--- config.mk ---
export PLATFORM = sky130hd
export DESIGN_NAME = ps2_host_tx
export DESIGN_NICKNAME = d
export VERILOG_FILES = /design/src/rtl/ps2_host_tx.sv
export SDC_FILE = /design/constraint.sdc
export NUM_CORES = 1
export LEC_CHECK = 0
export ABC_AREA = 1
export BUFFER_PORTS_ARGS = -buffer_cell sky130_fd_sc_hd__buf_2
export CAP_MARGIN = 25
export CELL_PAD_IN_SITES_DETAIL_PLACEMENT = 1
export CELL_PAD_IN_SITES_GLOBAL_PLACEMENT = 2
export CORE_MARGIN = 10
export CORE_UTILIZATION = 33
export DETAILED_ROUTE_END_ITERATION = 7
export PLACE_DENSITY = 0.78
export SETUP_SLACK_MARGIN = 0.15
export SYNTH_ARGS = -nofsm -noshare
export SYNTH_HDL_FRONTEND = slang
export SYNTH_SLANG_ARGS = --single-unit
--- constraint.sdc ---
create_clock -name clock -period 2.2 [get_ports clock]
set_input_delay 0.44 -clock clock [delete_from_list [all_inputs] [get_ports clock]]
set_output_delay 0.44 -clock clock [all_outputs]
set_load 0.005 [all_outputs]
--- src/rtl/ps2_host_tx.sv ---
// ps2_host_tx: host-to-device PS/2 command transmitter.
// Runs the inhibit / request-to-send / shift / acknowledge sequence on open-drain
// clock and data lines, then reports completion with the device ACK status.
// Optional build macro PS2_TX_RESEND_EN: failed attempts (NACK or timeout) are
// retried up to RETRY_MAX times before done/ack_err is reported.
module ps2_host_tx #(
    parameter int INHIBIT_CYCLES = 6000,
    parameter int SETUP_CYCLES   = 50,
    parameter int TIMEOUT_CYCLES = 750000,
    parameter int FILTER_LEN     = 8,
    parameter int RETRY_MAX      = 2
) (
    input  logic       clock,
    input  logic       resetn,
    input  logic       tx_valid,
    input  logic [7:0] tx_data,
    output logic       tx_ready,
    input  logic       ps2_clk_in,
    input  logic       ps2_data_in,
    output logic       ps2_clk_oe,
    output logic       ps2_data_oe,
    output logic       busy,
    output logic       done,
    output logic       ack_err
);

    localparam logic [2:0] S_IDLE     = 3'd0;
    localparam logic [2:0] S_INHIBIT  = 3'd1;
    localparam logic [2:0] S_RTS      = 3'd2;
    localparam logic [2:0] S_SHIFT    = 3'd3;
    localparam logic [2:0] S_ACK      = 3'd4;
    localparam logic [2:0] S_IDLEWAIT = 3'd5;

    logic [1:0]  rst_sync_q, rst_sync_d;
    logic        rst_int_n;
    logic [1:0]  clk_sync_q, clk_sync_d;
    logic [1:0]  data_sync_q, data_sync_d;
    logic        clk_filt_q, clk_filt_d;
    logic [31:0] filt_cnt_q, filt_cnt_d;
    logic        clk_fall;

    logic [2:0]  state_q, state_d;
    logic [31:0] cnt_q, cnt_d;
    logic [3:0]  bit_cnt_q, bit_cnt_d;
    logic [7:0]  byte_q, byte_d;
    logic [7:0]  shift_q, shift_d;
    logic        parity_q, parity_d;
    logic        data_oe_q, data_oe_d;
    logic        nack_q, nack_d;
    logic        done_q, done_d;
    logic        ack_err_q, ack_err_d;
    logic        timed;
    logic        attempt_end;
    logic        attempt_err;

`ifdef PS2_TX_RESEND_EN
    logic [7:0]  retry_q, retry_d;
`else
    // RETRY_MAX only has an effect when retries are built in.
    logic        unused_retry;
    assign unused_retry = (RETRY_MAX > 0);
`endif

    // Reset goes low asynchronously, comes back high two clocks after resetn rises.
    always_comb rst_sync_d = {rst_sync_q[0], 1'b1};

    always_ff @(posedge clock or negedge resetn) begin
        if (!resetn) rst_sync_q <= 2'b00;
        else         rst_sync_q <= rst_sync_d;
    end

    assign rst_int_n = rst_sync_q[1];

    // Pad synchronizers and clock glitch filter; a fall is a filtered 1->0 change.
    always_comb begin
        clk_sync_d  = {clk_sync_q[0], ps2_clk_in};
        data_sync_d = {data_sync_q[0], ps2_data_in};
        clk_filt_d  = clk_filt_q;
        filt_cnt_d  = '0;
        clk_fall    = 1'b0;
        if (clk_sync_q[1] != clk_filt_q) begin
            if (filt_cnt_q == 32'(FILTER_LEN - 1)) begin
                clk_filt_d = clk_sync_q[1];
                clk_fall   = clk_filt_q;
            end else begin
                filt_cnt_d = filt_cnt_q + 32'd1;
            end
        end
    end

    // Transaction FSM: cycle counting, bit shifting, ACK capture and completion.
    always_comb begin
        state_d     = state_q;
        cnt_d       = cnt_q;
        bit_cnt_d   = bit_cnt_q;
        byte_d      = byte_q;
        shift_d     = shift_q;
        parity_d    = parity_q;
        data_oe_d   = data_oe_q;
        nack_d      = nack_q;
        done_d      = 1'b0;
        ack_err_d   = 1'b0;
        attempt_end = 1'b0;
        attempt_err = 1'b0;
`ifdef PS2_TX_RESEND_EN
        retry_d     = retry_q;
`endif
        // The watchdog only runs while waiting on the device.
        timed = (state_q == S_SHIFT) || (state_q == S_ACK) || (state_q == S_IDLEWAIT);
        if (timed) cnt_d = clk_fall ? '0 : cnt_q + 32'd1;

        case (state_q)
            S_IDLE: begin
                if (tx_valid && tx_ready) begin
                    byte_d   = tx_data;
                    parity_d = ~^tx_data;
                    cnt_d    = '0;
                    state_d  = S_INHIBIT;
`ifdef PS2_TX_RESEND_EN
                    retry_d  = '0;
`endif
                end
            end
            S_INHIBIT: begin
                if (cnt_q == 32'(INHIBIT_CYCLES - 1)) begin
                    cnt_d     = '0;
                    data_oe_d = 1'b1;
                    state_d   = S_RTS;
                end else begin
                    cnt_d = cnt_q + 32'd1;
                end
            end
            S_RTS: begin
                if (cnt_q == 32'(SETUP_CYCLES - 1)) begin
                    cnt_d     = '0;
                    bit_cnt_d = '0;
                    shift_d   = byte_q;
                    state_d   = S_SHIFT;
                end else begin
                    cnt_d = cnt_q + 32'd1;
                end
            end
            S_SHIFT: begin
                if (clk_fall) begin
                    bit_cnt_d = bit_cnt_q + 4'd1;
                    if (bit_cnt_q < 4'd8) begin
                        data_oe_d = ~shift_q[0];
                        shift_d   = {1'b0, shift_q[7:1]};
                    end else if (bit_cnt_q == 4'd8) begin
                        data_oe_d = ~parity_q;
                    end else begin
                        // Stop bit: release data so the device can drive ACK.
                        data_oe_d = 1'b0;
                        state_d   = S_ACK;
                    end
                end
            end
            S_ACK: begin
                if (clk_fall) begin
                    nack_d  = data_sync_q[1];
                    state_d = S_IDLEWAIT;
                end
            end
            S_IDLEWAIT: begin
                if (clk_sync_q[1] && data_sync_q[1]) begin
                    attempt_end = 1'b1;
                    attempt_err = nack_q;
                end
            end
            default: state_d = S_IDLE;
        endcase

        if (timed && !clk_fall && cnt_q == 32'(TIMEOUT_CYCLES - 1)) begin
            attempt_end = 1'b1;
            attempt_err = 1'b1;
        end

        if (attempt_end) begin
            data_oe_d = 1'b0;
            cnt_d     = '0;
`ifdef PS2_TX_RESEND_EN
            if (attempt_err && retry_q < 8'(RETRY_MAX)) begin
                retry_d = retry_q + 8'd1;
                state_d = S_INHIBIT;
            end else begin
                state_d   = S_IDLE;
                done_d    = 1'b1;
                ack_err_d = attempt_err;
            end
`else
            state_d   = S_IDLE;
            done_d    = 1'b1;
            ack_err_d = attempt_err;
`endif
        end
    end

    // Control state; reset releases both lines immediately.
    always_ff @(posedge clock or negedge rst_int_n) begin
        if (!rst_int_n) begin
            clk_sync_q  <= 2'b11;
            data_sync_q <= 2'b11;
            clk_filt_q  <= 1'b1;
            filt_cnt_q  <= '0;
            state_q     <= S_IDLE;
            cnt_q       <= '0;
            bit_cnt_q   <= '0;
            data_oe_q   <= 1'b0;
            nack_q      <= 1'b0;
            done_q      <= 1'b0;
            ack_err_q   <= 1'b0;
`ifdef PS2_TX_RESEND_EN
            retry_q     <= '0;
`endif
        end else begin
            clk_sync_q  <= clk_sync_d;
            data_sync_q <= data_sync_d;
            clk_filt_q  <= clk_filt_d;
            filt_cnt_q  <= filt_cnt_d;
            state_q     <= state_d;
            cnt_q       <= cnt_d;
            bit_cnt_q   <= bit_cnt_d;
            data_oe_q   <= data_oe_d;
            nack_q      <= nack_d;
            done_q      <= done_d;
            ack_err_q   <= ack_err_d;
`ifdef PS2_TX_RESEND_EN
            retry_q     <= retry_d;
`endif
        end
    end

    // Command byte, shift register and parity are always loaded before use.
    always_ff @(posedge clock) begin
        byte_q   <= byte_d;
        shift_q  <= shift_d;
        parity_q <= parity_d;
    end

    assign ps2_clk_oe  = (state_q == S_INHIBIT) || (state_q == S_RTS);
    assign ps2_data_oe = data_oe_q;
    assign busy        = (state_q != S_IDLE);
    assign tx_ready    = (state_q == S_IDLE) && !done_q;
    assign done        = done_q;
    assign ack_err     = ack_err_q;

endmodule

==> results.md <==
Outcome:
- The run finished with clean final reports.

Final layout:
- Leaving out fill and tap cells, the most frequent cell in the layout is sky130_fd_sc_hd__nand2_1.
- The number of nets in the final layout is 1056.
- Fill cells in the final layout number 2493.
- The final instance area is 8180 sq um.
- The fraction of layout instances using a drive strength above 1 is 21.0%.
- From synthesis to final layout, the design area changed by 21.9%.
- Across the whole layout, storage elements account for 2590 sq um.
- The final antenna diode count is 0.
- The library cells used most frequently in the layout, excluding fill and tap cells, are sky130_fd_sc_hd__nand2_1 (292), sky130_fd_sc_hd__nor2_1 (164), sky130_fd_sc_hd__inv_1 (71), sky130_fd_sc_hd__dfrtp_1 (63), sky130_fd_sc_hd__buf_4 (55).
- The multi-input logic area is 3860 sq um.

Yosys:
- The mapped netlist covers 6710 sq um.
- Synthesis instantiated 44 different standard cells from the library.
- In this run, synthesis inferred 17 flip-flops with an integrated enable.
- After synthesis the netlist holds a flip-flop and latch count of 99.
- The fraction of registers with async set/reset is 82.8%.
- The net count of the mapped netlist is 984.
- The share of the Yosys chip area taken by registers is 38.3%.
- A synthesized cell averages 6.95 sq um.
- The main flop type after synthesis is sky130_fd_sc_hd__dfrtp_1.
- In the synthesized netlist, the number of instances is 966.
- The count of yosys warnings during synthesis is 0.

CTS:
- The clock transition at the register clock pins on the worst setup and hold paths after CTS is 0.09 ns.
- The clock passes through at most 2 buffers.
- The tree built by TritonCTS fans out to 99 sinks.
- The TritonCTS clock tree is yes.
- At the later pin of the worst-skew pair, clock insertion delay measures 0.37 ns.
- The maximum level of the CTS H-tree is 3.
- The clock root buffer master is sky130_fd_sc_hd__clkbuf_16.
- The total clock buffers created by CTS is 9.

Power:
- The leakage power total is 0.00366 uW.
- The power density over cell area is 1090 nW/um^2.
- The maximum VDD drop is 0.000427 V.

Global routing:
- Entering global routing, the biggest net connects 34 pins.
- The first-pass GRT wire length is 35000 um.
- The total routing resource utilization after global routing is 16.4%.
- The final global-route overflow total is 0.
- The initial antenna violation count was 0.
- The via count of the first global-routing pass is 6818.

Timing:
- Final hold analysis gives a worst-case slack of 0.160 ns.
- Clock skew on the completed layout was measured at 0.0113 ns.
- Setup violations remaining at the end of the flow were counted as 0.
- The final hold violation count is 0.
- The final max-slew violation count is 0.
- The achievable clock frequency is 493 MHz.
- The measured slew at the worst slew-check pin is 0.501 ns.
- The worst pin sits at a relative slew slack of 66.6%.
- Setup repair after global routing could not meet its margin everywhere.
- Subtracting the final worst setup slack from the clock period gives 2.03 ns.
- In the finished design, the share of the clock period the worst path needs comes to 92.2%.

Die:
- The width of the chip is 163 um.
- In this run the vertical extent of the chip is 163 um.
- The number of cell rows is 52.
- The initial utilization of the core area, before any placement, comes to 33.4%.
- The count of pins on the block boundary is 19.
- The area of the placeable core is 20100 sq um.
- The die area is 26400 sq um.

Placed design:
- After detailed placement, the total cell area comes to 7320 sq um.
- In this run the tool buffered the top-level ports with 18 buffer cells.
- The last weighted congestion value of the routability-driven placer is 0.827.
- The post-DP HPWL is 15700 um.

Drt:
- The total wire length after detailed routing is 21600 um.
- After detailed routing, the wire length on met1 is 9650 um.
- The detail route stage leaves a number of antenna-violating nets equal to 0.
- The via count normalized by instance count is 4.87.
- For this block, the initial DRC count from the detailed router was 310.
- The highest metal layer carrying signal wires in the routed design is met4.
- In the detailed route, the total length drawn on met2 is 11200 um.
- For this run, design rule violations remaining after detail routing come to 0.
- Detailed routing inserted a total of 6399 vias.
- The first-pass iteration count of the detailed router is 4.
- Dividing the detail-routed wire length by the instance count gives 16.5 um.
- After detailed routing, the met3 layer carries 416 um of wire.

Critical path:
- STA classifies the critical path startpoint as a register.
- The kind of critical path is register to register.
- STA classifies the critical path endpoint as a register.
- STA puts the critical path data required time at 2.46 ns.
- The highest net fanout along the worst path is 8.
- At the worst endpoint, the arrival time is 2.28 ns.

Worst hold path:
- The class of the tightest hold or removal check is primary input to register.

Run:
- The number of maximum-capacitance violations is 0.
==> Yosys cell counts (2+ instances only) <==
cell	n	area [sq um]
sky130_fd_sc_hd__nand2_1	306	1150
sky130_fd_sc_hd__nor2_1	181	679
sky130_fd_sc_hd__dfrtp_1	77	1930
sky130_fd_sc_hd__inv_1	72	270
sky130_fd_sc_hd__nand3_1	42	210
sky130_fd_sc_hd__a21oi_1	35	175
sky130_fd_sc_hd__nor3_1	31	155
sky130_fd_sc_hd__xor2_1	24	210
sky130_fd_sc_hd__edfxtp_1	17	510
sky130_fd_sc_hd__xnor2_1	16	140
sky130_fd_sc_hd__nand2_2	15	93.8
sky130_fd_sc_hd__nand4_1	15	93.8
sky130_fd_sc_hd__o21bai_1	12	90.1
sky130_fd_sc_hd__buf_6	11	124
sky130_fd_sc_hd__nand3b_1	11	82.6
sky130_fd_sc_hd__inv_2	9	33.8
sky130_fd_sc_hd__o21ai_0	9	45.0
sky130_fd_sc_hd__o21ai_1	9	45.0
sky130_fd_sc_hd__nand3_2	8	80.1
sky130_fd_sc_hd__clkbuf_1	7	26.3
sky130_fd_sc_hd__nor2_2	7	43.8
sky130_fd_sc_hd__dfstp_2	5	131
sky130_fd_sc_hd__ha_1	5	62.6
sky130_fd_sc_hd__nor4_1	5	31.3
sky130_fd_sc_hd__buf_2	4	20.0
sky130_fd_sc_hd__o211ai_1	4	30.0
sky130_fd_sc_hd__nor3_2	3	30.0
sky130_fd_sc_hd__a21oi_2	2	17.5
sky130_fd_sc_hd__a22o_1	2	17.5
sky130_fd_sc_hd__buf_4	2	15.0
sky130_fd_sc_hd__clkinv_1	2	7.51
sky130_fd_sc_hd__nand2_4	2	22.5
sky130_fd_sc_hd__nor2_4	2	22.5
sky130_fd_sc_hd__o221ai_1	2	17.5
sky130_fd_sc_hd__o31ai_1	2	15.0
sky130_fd_sc_hd__or2_2	2	12.5
==> layer usage <==
| layer | vias to the layer above | track usage [%] |
|---|---|---|
| met4 | 0 | 4.55 |
| met1 | 3100 | 20.3 |
| met3 | 25 | 1.85 |
| met5 | - | 0 |
| met2 | 52 | 29.3 |
| li1 | 3222 | - |
==> where the power goes <==
part	total (uW)	switching, uW	leakage [uW]	internal [uW]
registers	2840	496	0.00122	2340
clock network	1700	880	0.000153	823
logic	4410	2720	0.00229	1690
==> cells by family (layout without fill, tap and decap cells) <==
group	count (synthesis)	count (layout)	share of synthesized area, %
AND/OR/NAND/NOR	630	630	40.3
buffers and inverters	109	186	7.72
flip-flops	99	99	38.3
AO/OA/AOI/OAI	82	82	7.46
XOR/XNOR	40	40	5.22
adder cells (fa/ha/maj)	5	5	0.932
other	1	1	0.0559
==> what timing repair did <==
item                                   CTS  global route
resized for setup                       17            78
setup endpoints to repair               46            50
pin swaps                                1            17
hold buffers                             1             0
cloned                                   0             3
endpoints found under the hold margin    2             0
setup buffers                            4            12
==> registers in the layout, summed over array words and instances, names as in the netlist <==
register,cells
ack_err,1
rst_sync_q,2
clk_sync_q,2
shift_q,8
bit_cnt_q,4
ps2_data_oe,1
cnt_q,32
data_sync_q,2
state_q,3
clk_filt_q,1
byte_q,8
filt_cnt_q,32
parity_q,1
done,1
nack_q,1
==> critical path, cell delays in order, from the launching register on <==
cell,delay (ns)
sky130_fd_sc_hd__dfrtp_1,0.39
sky130_fd_sc_hd__buf_4,0.13
sky130_fd_sc_hd__ha_2,0.21
sky130_fd_sc_hd__nand2_1,0.06
sky130_fd_sc_hd__nor2_1,0.13
sky130_fd_sc_hd__nand2_1,0.11
sky130_fd_sc_hd__o21ai_4,0.20
sky130_fd_sc_hd__nand2_4,0.14
sky130_fd_sc_hd__clkbuf_16,0.19
sky130_fd_sc_hd__nand2_1,0.06
sky130_fd_sc_hd__nand2_1,0.06
sky130_fd_sc_hd__a21oi_1,0.17
sky130_fd_sc_hd__nor2_1,0.06
==> stage by stage <==
stage          std cells  setup TNS, ns  util [%]  setup slack [ns]  power, uW
5_1_grt             1313              0      40.7            0.0484       9720
4_1_cts             1298              0      38.6             0.137       8520
2_1_floorplan        966              0         -             0.162       5410
6_report            1313              0      40.7             0.172       8950
3_3_place_gp        1277       -0.00155      36.4         -0.000903       6530
3_5_place_dp        1277        -0.0518      36.4           -0.0252       6600
==> path summary, 6_finish.rpt <==
path | startpoint | to | slack, ns | cells past startpoint
max in group asynchronous | rst_sync_q[1] | cnt_q[23] | 1.28 | 1
hold reg to reg | rst_sync_q[1] | bit_cnt_q[0] | 0.24 | 0
setup / recovery | cnt_q[0] | cnt_q[7] | 0.17 | 12
min in group asynchronous | rst_sync_q[1] | bit_cnt_q[0] | 0.24 | 0
setup reg to reg | cnt_q[0] | cnt_q[7] | 0.17 | 12
hold / removal | ps2_data_in | data_sync_q[0] | 0.16 | 1
==> cell type report <==
cell class | instances | share of cell area, %
inverter | 84 | 4.07
tap | 270 | 4.13
timing repair buffer | 86 | 9.05
clock inverter | 7 | 1.15
clock buffer | 9 | 2.75
multi-input combinational | 758 | 47.2
sequential | 99 | 31.6
Power figures use the tool's default switching activity.
